## config.mk

```make
export PLATFORM = sky130hd
export DESIGN_NAME = pipe_stage_elastic_flat
export DESIGN_NICKNAME = d
export VERILOG_FILES = /design/src/rtl/pipe_stage_elastic_if.sv /design/src/rtl/pipe_stage_elastic.sv /design/src/flat_wrapper.sv
export SDC_FILE = /design/constraint.sdc
export NUM_CORES = 1
export LEC_CHECK = 0
export BUFFER_PORTS_ARGS = -buffer_cell sky130_fd_sc_hd__buf_2
export CAP_MARGIN = 10
export CORE_MARGIN = 2
export CORE_UTILIZATION = 35
export DETAILED_ROUTE_END_ITERATION = 10
export GPL_ROUTABILITY_DRIVEN = 0
export GPL_TIMING_DRIVEN = 0
export PLACE_DENSITY = 0.66
export REMOVE_ABC_BUFFERS = 1
export SLEW_MARGIN = 20
export SYNTH_ARGS = -nofsm -noshare
export SYNTH_HDL_FRONTEND = slang
export SYNTH_SLANG_ARGS = --single-unit
```

## constraint.sdc

```tcl
create_clock -name clk -period 1.35 [get_ports clk]
set_input_delay 0.135 -clock clk [delete_from_list [all_inputs] [get_ports clk]]
set_output_delay 0.135 -clock clk [all_outputs]
set_load 0.05 [all_outputs]
```

## src/rtl/pipe_stage_elastic_if.sv

```systemverilog
// Handshake bundle between two pipeline stages: upstream entry, downstream head,
// flush request and occupancy. The stage uses the slave view, its environment the master view.
interface pipe_stage_elastic_if #(
  parameter int DATA_W = 32,
  parameter int CTRL_W = 16
);

  // Valid/ready: an entry moves exactly on a cycle where valid and ready are both 1
  // at the rising edge; data/ctrl are only meaningful while valid is 1, and a valid
  // producer keeps its entry stable until it has been taken.
  logic              flush;
  logic              in_valid;
  logic              in_ready;
  logic [DATA_W-1:0] in_data;
  logic [CTRL_W-1:0] in_ctrl;
  logic              out_valid;
  logic              out_ready;
  logic [DATA_W-1:0] out_data;
  logic [CTRL_W-1:0] out_ctrl;
  logic [1:0]        occupancy;

  modport master (
    output flush,
    output in_valid,
    output in_data,
    output in_ctrl,
    output out_ready,
    input  in_ready,
    input  out_valid,
    input  out_data,
    input  out_ctrl,
    input  occupancy
  );

  modport slave (
    input  flush,
    input  in_valid,
    input  in_data,
    input  in_ctrl,
    input  out_ready,
    output in_ready,
    output out_valid,
    output out_data,
    output out_ctrl,
    output occupancy
  );

endinterface

```

## src/rtl/pipe_stage_elastic.sv

```systemverilog
// Elastic inter-stage pipeline register: head + skid entry, valid/ready back-pressure,
// synchronous flush, bubble-gated control. Optional counters under PIPE_STAGE_PERF_EN.
module pipe_stage_elastic #(
  parameter int DATA_W = 32,
  parameter int CTRL_W = 16,
  parameter int CNT_W  = 32
) (
  input  logic                    clk,
  input  logic                    rst,
  pipe_stage_elastic_if.slave     bus
`ifdef PIPE_STAGE_PERF_EN
  ,
  output logic [CNT_W-1:0]        stall_cnt,
  output logic [CNT_W-1:0]        bubble_cnt
`endif
);

  if (DATA_W < 1 || CTRL_W < 1 || CNT_W < 1) begin : g_bad_param
    $error("pipe_stage_elastic: DATA_W, CTRL_W and CNT_W must all be at least 1");
  end

  // State encoding doubles as the entry count, so occupancy is the state itself.
  typedef enum logic [1:0] {
    ST_EMPTY = 2'd0,
    ST_ONE   = 2'd1,
    ST_TWO   = 2'd2
  } state_e;

  state_e            state_q,     state_d;
  logic [DATA_W-1:0] main_data_q, main_data_d;
  logic [CTRL_W-1:0] main_ctrl_q, main_ctrl_d;
  logic [DATA_W-1:0] skid_data_q, skid_data_d;
  logic [CTRL_W-1:0] skid_ctrl_q, skid_ctrl_d;
  logic              in_ready_q,  in_ready_d;
  logic              out_valid_q, out_valid_d;

  logic in_fire;
  logic out_fire;

  assign in_fire  = bus.in_valid & in_ready_q;
  assign out_fire = out_valid_q & bus.out_ready;

  always_comb begin
    state_d     = state_q;
    main_data_d = main_data_q;
    main_ctrl_d = main_ctrl_q;
    skid_data_d = skid_data_q;
    skid_ctrl_d = skid_ctrl_q;

    // Flush drops every held entry and any entry offered in the same cycle; only
    // ctrl is cleared so a stale head can never assert a write downstream.
    if (bus.flush) begin
      state_d     = ST_EMPTY;
      main_ctrl_d = '0;
      skid_ctrl_d = '0;
    end else begin
      case (state_q)
        ST_EMPTY: begin
          if (in_fire) begin
            state_d     = ST_ONE;
            main_data_d = bus.in_data;
            main_ctrl_d = bus.in_ctrl;
          end
        end
        ST_ONE: begin
          if (in_fire && out_fire) begin
            main_data_d = bus.in_data;
            main_ctrl_d = bus.in_ctrl;
          end else if (in_fire) begin
            state_d     = ST_TWO;
            skid_data_d = bus.in_data;
            skid_ctrl_d = bus.in_ctrl;
          end else if (out_fire) begin
            state_d = ST_EMPTY;
          end
        end
        ST_TWO: begin
          if (out_fire) begin
            state_d     = ST_ONE;
            main_data_d = skid_data_q;
            main_ctrl_d = skid_ctrl_q;
          end
        end
        default: begin
          state_d = ST_EMPTY;
        end
      endcase
    end

    // Handshake outputs are computed from the next state and registered, which keeps
    // out_ready off any combinational path to in_ready.
    in_ready_d  = (state_d != ST_TWO);
    out_valid_d = (state_d != ST_EMPTY);
  end

  always_ff @(posedge clk) begin
    if (rst) begin
      state_q     <= ST_EMPTY;
      main_data_q <= '0;
      main_ctrl_q <= '0;
      skid_data_q <= '0;
      skid_ctrl_q <= '0;
      in_ready_q  <= 1'b1;
      out_valid_q <= 1'b0;
    end else begin
      state_q     <= state_d;
      main_data_q <= main_data_d;
      main_ctrl_q <= main_ctrl_d;
      skid_data_q <= skid_data_d;
      skid_ctrl_q <= skid_ctrl_d;
      in_ready_q  <= in_ready_d;
      out_valid_q <= out_valid_d;
    end
  end

  assign bus.in_ready  = in_ready_q;
  assign bus.out_valid = out_valid_q;
  assign bus.out_data  = main_data_q;
  assign bus.out_ctrl  = main_ctrl_q & {CTRL_W{out_valid_q}};
  assign bus.occupancy = state_q;

`ifdef PIPE_STAGE_PERF_EN
  logic [CNT_W-1:0] stall_cnt_q,  stall_cnt_d;
  logic [CNT_W-1:0] bubble_cnt_q, bubble_cnt_d;

  // Saturating counters; flush leaves them untouched so stalls across a flush still count.
  always_comb begin
    stall_cnt_d  = stall_cnt_q;
    bubble_cnt_d = bubble_cnt_q;
    if (out_valid_q && !bus.out_ready && !(&stall_cnt_q)) begin
      stall_cnt_d = stall_cnt_q + 1'b1;
    end
    if (!out_valid_q && !(&bubble_cnt_q)) begin
      bubble_cnt_d = bubble_cnt_q + 1'b1;
    end
  end

  always_ff @(posedge clk) begin
    if (rst) begin
      stall_cnt_q  <= '0;
      bubble_cnt_q <= '0;
    end else begin
      stall_cnt_q  <= stall_cnt_d;
      bubble_cnt_q <= bubble_cnt_d;
    end
  end

  assign stall_cnt  = stall_cnt_q;
  assign bubble_cnt = bubble_cnt_q;
`endif

endmodule

```

## src/flat_wrapper.sv

```systemverilog
// flat-port wrapper written by rule: the top's interface ports become plain ports
module pipe_stage_elastic_flat 
#(
  parameter int DATA_W = 32,
  parameter int CTRL_W = 16,
  parameter int CNT_W  = 32
)
  (clk, rst, bus_flush, bus_in_valid, bus_in_data, bus_in_ctrl, bus_out_ready, bus_in_ready, bus_out_valid, bus_out_data, bus_out_ctrl, bus_occupancy);
  pipe_stage_elastic_if #(.DATA_W(DATA_W), .CTRL_W(CTRL_W)) bus_i ();
  input  logic clk;
  input  logic rst;
  input wire logic [$bits(bus_i.flush)-1:0] bus_flush;
  input wire logic [$bits(bus_i.in_valid)-1:0] bus_in_valid;
  input wire logic [$bits(bus_i.in_data)-1:0] bus_in_data;
  input wire logic [$bits(bus_i.in_ctrl)-1:0] bus_in_ctrl;
  input wire logic [$bits(bus_i.out_ready)-1:0] bus_out_ready;
  output wire logic [$bits(bus_i.in_ready)-1:0] bus_in_ready;
  output wire logic [$bits(bus_i.out_valid)-1:0] bus_out_valid;
  output wire logic [$bits(bus_i.out_data)-1:0] bus_out_data;
  output wire logic [$bits(bus_i.out_ctrl)-1:0] bus_out_ctrl;
  output wire logic [$bits(bus_i.occupancy)-1:0] bus_occupancy;
  assign bus_i.flush = bus_flush;
  assign bus_i.in_valid = bus_in_valid;
  assign bus_i.in_data = bus_in_data;
  assign bus_i.in_ctrl = bus_in_ctrl;
  assign bus_i.out_ready = bus_out_ready;
  assign bus_in_ready = bus_i.in_ready;
  assign bus_out_valid = bus_i.out_valid;
  assign bus_out_data = bus_i.out_data;
  assign bus_out_ctrl = bus_i.out_ctrl;
  assign bus_occupancy = bus_i.occupancy;
  pipe_stage_elastic #(.DATA_W(DATA_W), .CTRL_W(CTRL_W), .CNT_W(CNT_W)) u_core (.clk(clk), .rst(rst), .bus(bus_i));
endmodule
```

* After elaboration in Yosys (flattened, before gate mapping)
Index checks and enable logic that the tools add are counted.
** Operators by class
- Mux-type cells :: 15
- Bitwise gates (word level) :: 5
- Reduce and logical (&&, ||, !) cells :: 9
- Equal/unequal tests :: 6
** Operator list (number)
- 32-bit 2-to-1 mux :: 3
- 32-bit one-hot mux with 3 select lines :: 1
- 16-bit 2-to-1 mux :: 3
- 16-bit one-hot mux with 3 select lines :: 1
- 16-bit bitwise AND :: 1
- 2-bit 2-to-1 mux :: 6
- 4-bit AND reduction :: 2
- 2-bit by 1-bit inequality test with 1-bit output, second input constant :: 3
- 2-bit one-hot mux with 3 select lines :: 1
- 5-bit AND reduction :: 1
- 3-bit AND reduction :: 1
- 3-bit nonzero test :: 1
- 1-bit bitwise AND :: 2
- 2-bit by 1-bit == test with 1-bit output, second input constant :: 1
- 2-bit == test, second input constant :: 1
- 2-bit logical NOT :: 1
- 2-bit inequality test, second input constant :: 1
- 1-bit NOT :: 2
- 2-bit nonzero test :: 1
- 2-bit OR reduction :: 1
- 1-bit logical AND :: 1
** Word-level totals
- Register bits :: 100
- Input bits :: 53
- Word-level logic and storage cells :: 42
- Output and inout bits :: 52

* Depth between registers and ports, before layout
Gate-level depths: netlist of run 1.
- Depth in word-level cells :: 7
- Mapped depth :: 7
- Depth with buffers taken out :: 4

* Worst setup path after synthesis of run 1
Ideal clock, no wire load.
- Kind :: register to register
- Start :: register u_core.out_valid_q, in the netlist u_core.bus.out_valid
- End :: register u_core.main_data_q[0], in the netlist u_core.bus.out_data[0]
- Cell stages (with the launch flop) :: 7
- Period minus slack after synthesis :: 1.919 ns
- Setup time :: 0.087 ns
- Required time :: 1.263 ns
- Buffers on the path :: 2
- Data arrival time :: 1.833 ns
- Slack :: -0.569 ns
- Cell sequence :: dfxtp_1 -> buf_2 -> nand2_1 -> a21o_2 -> a21o_4 -> buf_6 -> a221oi_2
** Between the ends
- Word-level cells in the longest chain between the ends :: 4
- Elaborated cells on any way between the ends :: 5
- Classes of those cells :: 2 x eq/ne; 1 x bitwise; 2 x reduce/logical
** Ends and longest elaborated chain
- start, declared :: line pipe_stage_elastic.sv:35 : logic out_valid_q, out_valid_d;
- start signal, assigned :: line pipe_stage_elastic.sv:112 : out_valid_q <= out_valid_d;
- 1-bit bitwise AND (*) :: line pipe_stage_elastic.sv:41 : assign out_fire = out_valid_q & bus.out_ready;
- 1-bit logical AND :: line pipe_stage_elastic.sv:66 : if (in_fire && out_fire) begin
- 2-bit by 1-bit inequality test with 1-bit output (no line)
- 5-bit AND reduction (no line) (*)
- end signal, assigned :: line pipe_stage_elastic.sv:107 : main_data_q <= main_data_d;
- end, declared :: line pipe_stage_elastic.sv:30 : logic [DATA_W-1:0] main_data_q, main_data_d;
Every way passes the cells marked *; elsewhere a longest branch is shown, timed or not.
A chain may end at the register's enable or synchronous reset.

* Final worst setup path of run 1
- Start :: register u_core.state_q[0], in the netlist u_core.bus.occupancy[0]
- End :: register u_core.main_data_q[24], in the netlist u_core.bus.out_data[24]
** Between the ends
- Word-level cells in the longest chain between the ends :: 3
- Elaborated cells on any way between the ends :: 9
- Classes of those cells :: 5 x eq/ne; 1 x mux; 3 x reduce/logical
** Ends and longest elaborated chain
- start, declared :: line pipe_stage_elastic.sv:29 : state_e state_q, state_d;
- start signal, assigned :: line pipe_stage_elastic.sv:106 : state_q <= state_d;
- 2-bit == test (tied with other cells) :: line pipe_stage_elastic.sv:57 : case (state_q)
- 2-bit by 1-bit inequality test with 1-bit output (no line) or 3-bit nonzero test (tied branches)
- 5-bit AND reduction (no line)
Several ways; a longest one is shown, not always the timed one.

==> results of run 1 <==
cell families (layout without fill, tap and decap cells):
group / Yosys count / after routing / synth area share, %
compound gates: 136 / 139 / 25.7
buf+inv: 80 / 183 / 7.97
flops: 100 / 100 / 44.3
mux: 1 / 1 / 0.221
simple gates: 210 / 217 / 21.9
state kept, by name, indices dropped and copies added (netlist names):
name and cells:
u_core.bus.in_ready 1, u_core.bus.occupancy 2, u_core.bus.out_data 32, u_core.bus.out_valid 1, u_core.main_ctrl_q 16, u_core.skid_ctrl_q 16, u_core.skid_data_q 32
critical path, stage by stage (launching register included):
cell	delay, ns
dfxtp_4	0.38
nand2b_4	0.17
a21o_4	0.29
a21o_4	0.32
a221oi_2	0.27
layout make-up:
cell class                 count  share of cell area (%)
clock buffer                  11                    3.84
clock inverter                 3                   0.237
inverter                      33                    1.96
sequential                   100                    31.8
timing repair buffer         136                    17.3
multi-input combinational    357                    41.4
tap                          172                    3.40
path summary, 6_finish.rpt:
kind                                            from                                   end  slack [ns]  cells after the start
hold reg to reg   u_core.skid_ctrl_q[0]$_SDFFE_PP0P_    u_core.skid_ctrl_q[0]$_SDFFE_PP0P_        0.46                      2
setup / recovery  u_core.bus.occupancy[0]$_SDFF_PP0_  u_core.bus.out_data[24]$_SDFFE_PP0P_       -0.17                      4
setup reg to reg  u_core.bus.occupancy[0]$_SDFF_PP0_  u_core.bus.out_data[24]$_SDFFE_PP0P_       -0.17                      4
hold / removal                       bus_in_data[26]   u_core.skid_data_q[26]$_SDFFE_PP0P_        0.02                      3
what timing repair did:
item,in CTS,in global routing
endpoints found under the hold margin,0,0
pin swaps,46,51
endpoints found under the setup margin,117,111
gates resized for setup,69,78
buffers inserted,18,5
hold buffers,0,0
gates cloned,13,2
where the power goes:
part | switching, mW | internal (mW)
clock network | 1.11 | 1.27
registers | 0.0677 | 3.07
logic | 0.850 | 0.439
layer usage:
layer | routed length, um | GRT usage, % | up-vias
met5 | 0 | 0 | -
met4 | 301 | 9.04 | 0
met3 | 1080 | 4.65 | 21
met2 | 7610 | 37.3 | 156
met1 | 6420 | 27.2 | 2154
li1 | - | - | 2058
layout by cell type, fill, tap and decap left out, types with 16 or more instances in the layout:
cell type,synthesis,routed
buf_6,4,19
inv_1,33,32
buf_4,3,17
nand2_1,130,96
a221oi_2,30,32
a21oi_1,51,44
buf_2,15,85
and2_1,48,42
dfxtp_1,100,96
nor3_1,16,16
a211oi_1,32,23
nand2_2,1,33
metrics by stage:
step                util [%]  cells  setup TNS [ns]  hold WS, ns
finish                  50.1    812          -10.96       0.0204
global route            50.1    812          -17.19       0.0298
CTS                     47.5    805          -10.54       0.0192
detailed placement      40.6    760          -78.03        0.392
global placement        39.8    756         -206.31        0.383
floorplan                  -    480         -127.78        0.201
==> results.md, run 1 <==
- Sequential area share after synthesis: between 40 and 50%
- Dpl hpwl: 7.24 mm
- Multi-input logic area: between 2000 and 3000 um^2
- Layout cell share with drive strength beyond 1: 43.4%
- Initial Util: 35.8%
- Crit end category: flop
- Max Cap Viol: 0
- Seq cells post-synth: 100
- CTS H-tree depth: 3
- Via/cell ratio: between 5 and 6
- Max Clock Skew: about 0.0066 ns
- Crit start category: flop
- Synth cell types: 33
- Minimum clock period: between 1.5 and 2 ns
- Ys async rst share: 0%
- LEAKAGE: between 2 and 2.5 nW
- Required @ worst endpoint: roughly 1.6 ns
- Total power: about 7 mW
- Pre-CTS setup slack: -1.04 ns
- Iteration-0 DRC Markers: roughly 300
- Total GRT Usage: approximately 22%
- First-pass DRT Iterations: 4
- Final #Nets: about 700
- Setup WS post-layout: -0.173 ns
- Global route overflow: 0
- Failing checks: setup timing
- Fill cell count: approximately 1.2k
- Worst-path maximum fanout: 8
- VDD IR max: roughly 460 uV
- Row cnt: 41
- Mapped cell area: between 4000 and 5000 um^2
- Post-route ant nets: 0
- Most used DFF post-synth: dfxtp_1
- Finished Cell Area: around 6300 um^2
- Max Clock Freq: ~0.66 GHz
- CTS buffer count: 9
- Syn avg cell area: between 8 and 9 um^2
- I/O pin count: ~110
- Post-synth top area cell: dfxtp_1
- Commonest cells post-synth: nand2_1 (130), dfxtp_1 (100), a21oi_1 (51), and2_1 (48), inv_1 (33)
- Worst slew pin tran: roughly 0.66 ns
- Setup violations, final: 98
- WS Path Type: reg -> reg
- Max-slew violations: 0
- Worst Path Arrival: approximately 1.8 ns
- Routed wire length: about 15 mm
- RSZ-0062 raised after global routing: true
- Synth area leaders: dfxtp_1 (44%), nand2_1 (11%), a221oi_2 (10%), and2_1 (6.6%), a21oi_1 (5.6%)
- Worst hold path class: in -> reg
- Synth Instances: 527
- CTS tree: built
- Vias in the first global route: ~4.3k
- Sink Count: 100
- Initial antenna violation count: 0
- Synth top area share: between 40% and 50%
- Count leader, synth: nand2_1
- First-pass GRT wire length: about 24 mm
- Largest net degree at the start of global routing: 66
- Clock buffer depth: 2
- CTS root buf: clkbuf_16
- Fin. Hold Viols: 0
- WL per Instance: 19.0 um
- Clk slew on worst S/H paths: about 0.07 ns
- PwrDens: 1080 nW/um^2
- # DRC: 0
- Port Buf Inserts: around 100
- Area Overhead vs Synth: 39.9%
- Synth Warn #: 0
- Core area: ~13000 um^2
- Die outline width: between 100 and 150 um
- Storage cell area: 2010 um^2
- Ant. Diodes: 0
- Via count: around 4.4k
- Slew HR: 56.3%
- Crit share post-route: 113%
- Status: finished, violations left
- Clk_lat worst skew: 0.36 ns
- Post-synth EDFFs: 0
- Die H: around 120 um
- Die area: 13800 um^2
- Dpl cell area: just over 5000 um^2
Note: power is estimated with default switching activity, not from simulation.
==> run 2, diff against run 1 <==
--- a/config.mk
+++ b/config.mk
@@ -5,6 +5,7 @@
 export SDC_FILE = /design/constraint.sdc
 export NUM_CORES = 1
 export LEC_CHECK = 0
+export ABC_AREA = 1
 export BUFFER_PORTS_ARGS = -buffer_cell sky130_fd_sc_hd__buf_2
 export CAP_MARGIN = 10
 export CORE_MARGIN = 2
==> run 2 against run 1 <==
- the flow still finishes with violations (setup timing)
- clock skew shrank 0.0018 ns
- register-to-register slack gained 0.12 ns
- cell area grew 5.4%
- final cell count grew 30%
- highest routed layer unchanged
==> results.md, run 2 <==
- Status: finished, violations left
- Failing checks: setup timing
- Uppermost routed layer: met4
- Global route overflow: 0 (unchanged)
- Flop-to-flop setup slack: -0.05 ns (+0.12 ns)
- Max Clock Skew: 0.00475 ns (-0.00181 ns)
- Reg2reg end: u_core.skid_data_q[4]$_SDFFE_PP0P_
- Synth top area share: 42.9% (-1.3 points)
- Max Cap Viol: 0 (unchanged)
- Ys async rst share: 0% (unchanged)
- Min-Delay Startpoint: bus_in_data[12]
- Wl on met1: 6.82 mm (+6.2%)
- Commonest cells post-synth: nand2_1 (255), nor2_1 (162), dfxtp_1 (100), inv_1 (92), o21ai_0 (39)
- Die area: 14300 um^2 (+3.0%)
- Minimum clock period: 1.41 ns (-0.112 ns)
- Routed wire length: 15.5 mm (+0.90%)
- Most used DFF post-synth: dfxtp_1
- # DRC: 0 (unchanged)
- Vias in the first global route: 4443 (+2.3%)
- Comb power frac: 20.3% (+1.4 points)
- Largest net degree at the start of global routing: 66 (unchanged)
- Via count: 4865 (+11%)
- Commonest cells after routing, fill and taps aside: nand2_1 (225), nor2_1 (149), dfxtp_1 (96)
- Clk slew on worst S/H paths: 0.07 ns (about the same)
- Sink Count: 100 (unchanged)
- Post-route ant nets: 0 (unchanged)
- Post-synth EDFFs: 0 (unchanged)
- R2R depth: 9 (+5)
- LEAKAGE: 3.42 nW (+46%)
- Met2 wire len: 7.41 mm (-2.6%)
- Crit Reg-Reg Startpoint: u_core.bus.occupancy[1]$_SDFF_PP0_
- Wire length on met3: 866 um (-19%)
- Clk_lat worst skew: 0.35 ns (about the same)
- Synth cell types: 19 (-42%)
- Row cnt: 42 (+2.4%)
- Die H: 119 um (+1.5%)
- Total GRT Usage: 21.4% (-0.61 points)
- Most common cell after layout, fill and taps aside: nand2_1
- Crit start category: flop
- Setup WS post-layout: -0.0615 ns (+0.112 ns)
- Iteration-0 DRC Markers: 305 (unchanged)
- Layout cell share with drive strength beyond 1: 28.1% (-15 points)
- Worst Path Arrival: 1.28 ns (-0.51 ns)
- CTS tree: built
- Required @ worst endpoint: 1.22 ns (-0.40 ns)
- Final hold slack: 0.0191 ns (-0.00131 ns)
- Crit share post-route: 105% (-8.3 points)
- Initial antenna violation count: 0 (unchanged)
- VDD IR max: 665 uV (+43%)
- CTS buffer count: 9 (unchanged)
- Hold Path Stages: 3 (unchanged)
- Worst-path maximum fanout: 8 (unchanged)
- Via/cell ratio: 4.62 (-14%)
- Seq cells post-synth: 100 (unchanged)
- Die outline width: 119 um (+1.5%)
- I/O pin count: 105 (unchanged)
- Count leader, synth: nand2_1
- Clock power share: 36.2% (+1.2 points)
- CTS root buf: clkbuf_16
- Synth Instances: 741 (+41%)
- Sequential power share: 43.5% (-2.6 points)
- Syn avg cell area: 6.29 um^2 (-27%)
- RSZ-0062 raised after global routing: true
- Area Overhead vs Synth: 43.0%
- Sequential area share after synthesis: 42.9% (-1.3 points)
- Synth Warn #: 0 (unchanged)
- Fin. Hold Viols: 0 (unchanged)
- Clock buffer depth: 2 (unchanged)
- Setup violations, final: 50 (-49%)
- Final #Nets: 926 (+34%)
- Core area: 13100 um^2 (+4.1%)
- Ant. Diodes: 0 (unchanged)
- Port Buf Inserts: 104 (unchanged)
- Int Pwr: 5.09 mW (+6.6%)
- CTS H-tree depth: 3 (unchanged)
- Mapped cell area: 4660 um^2 (+3.1%)
- Crit end category: output pin
- Switching share of power: 29.8% (-0.034 points)
- Dpl hpwl: 6.43 mm (-11%)
- Max Clock Freq: 0.708 GHz (+7.9%)
- WL per Instance: 14.8 um (-22%)
- Initial Util: 35.5% (-0.35 points)
- Pre-CTS setup slack: -1.65 ns (-0.607 ns)
- First-pass GRT wire length: 23.4 mm (-1.7%)
- First-pass DRT Iterations: 5 (+1)
- Post-synth top area cell: dfxtp_1
- WS Path Type: reg -> out
- Worst hold path class: in -> reg
- Max-slew violations: 0 (unchanged)
- Worst slew pin tran: 0.689 ns (+0.0327 ns)
- Hold Path End: u_core.skid_data_q[12]$_SDFFE_PP0P_
- PwrDens: 1090 nW/um^2 (+1.1%)
- Synth area leaders: dfxtp_1 (43%), nand2_1 (21%), nor2_1 (13%), inv_1 (7.4%), o21ai_0 (4.2%)
- Switching power total: 2.16 mW (+6.4%)
- Slew HR: 54.1% (-2.2 points)
run 2: logic make-up (layout without fill, tap and decap cells):
| family | count (synthesis) | count (layout) | synth area share, % |
|---|---|---|---|
| buffers and inverters | 134 | 254 | 12.9 |
| AO/OA/AOI/OAI | 61 | 61 | 6.55 |
| flip-flops | 100 | 100 | 42.9 |
| AND/OR/NAND/NOR | 446 | 461 | 37.7 |
run 2: critical path, stage by stage (launching register included):
cell,delay (ns)
dfxtp_4,0.43
buf_12,0.12
buf_12,0.11
nand2_1,0.05
inv_1,0.06
buf_6,0.15
run 2: area by class of cell:
class | count | area [um^2]
repair inverters | 2 | 15.0
multi-input cells | 522 | 2550
well taps | 176 | 220
repair buffers | 143 | 1180
flip-flops and latches | 100 | 2010
clock buffers | 12 | 256
clock inverters | 2 | 35.0
inverters | 95 | 393
fillers | 1313 | 6470
run 2: per-layer routing:
metal,GRT usage [%],up-vias
met5,0,-
met4,9.71,0
met3,4.31,36
met2,35.1,149
met1,27.1,2182
li1,-,2498
run 2: power by group through the flow:
| stage | clock, mW | sequential (mW) | combinational, mW |
|---|---|---|---|
| after CTS | 2.67 | 3.16 | 1.35 |
| after global routing | 2.81 | 3.17 | 1.60 |
| after detailed placement | 0 | 3.23 | 1.05 |
| final | 2.63 | 3.16 | 1.47 |
| after global placement | 0 | 3.22 | 1.05 |
| after floorplan | 0 | 3.50 | 0.467 |
run 2: how the worst max path moves through the flow:
stage	depth (start not counted)	slack [ns]	startpoint	end
after global placement	6	-2.13	u_core.bus.occupancy[1]$_SDFF_PP0_	u_core.main_ctrl_q[7]$_SDFFE_PP0P_
after detailed placement	6	-1.65	u_core.bus.occupancy[1]$_SDFF_PP0_	u_core.main_ctrl_q[8]$_SDFFE_PP0P_
after floorplan	6	-1.50	u_core.bus.occupancy[1]$_SDFF_PP0_	u_core.main_ctrl_q[15]$_SDFFE_PP0P_
final	5	-0.06	u_core.bus.out_valid$_SDFF_PP0_	bus_out_ctrl[5]
after CTS	9	-0.06	u_core.bus.occupancy[1]$_SDFF_PP0_	u_core.skid_data_q[24]$_SDFFE_PP0P_
after global routing	9	-0.14	u_core.bus.occupancy[1]$_SDFF_PP0_	u_core.skid_data_q[6]$_SDFFE_PP0P_
run 2: repair_timing:
action / CTS / global route
buffers inserted: 31 / 6
setup endpoints to repair: 118 / 113
hold buffers: 0 / 0
pin swaps: 14 / 14
gates resized for setup: 61 / 100
gates cloned: 15 / 4
run 2: per-stage QoR:
stage / util (%) / cells / TNS [ns] / cell area [um^2] / power (mW)
after floorplan: - / 702 / -97.38 / 4420 / 3.97
after global placement: 39.3 / 982 / -140.61 / 5160 / 4.27
after detailed placement: 39.4 / 982 / -111.04 / 5170 / 4.28
after CTS: 47.7 / 1042 / -0.679 / 6260 / 7.18
after global routing: 50.8 / 1052 / -6.71 / 6670 / 7.58
final: 50.8 / 1052 / -1.39 / 6670 / 7.25
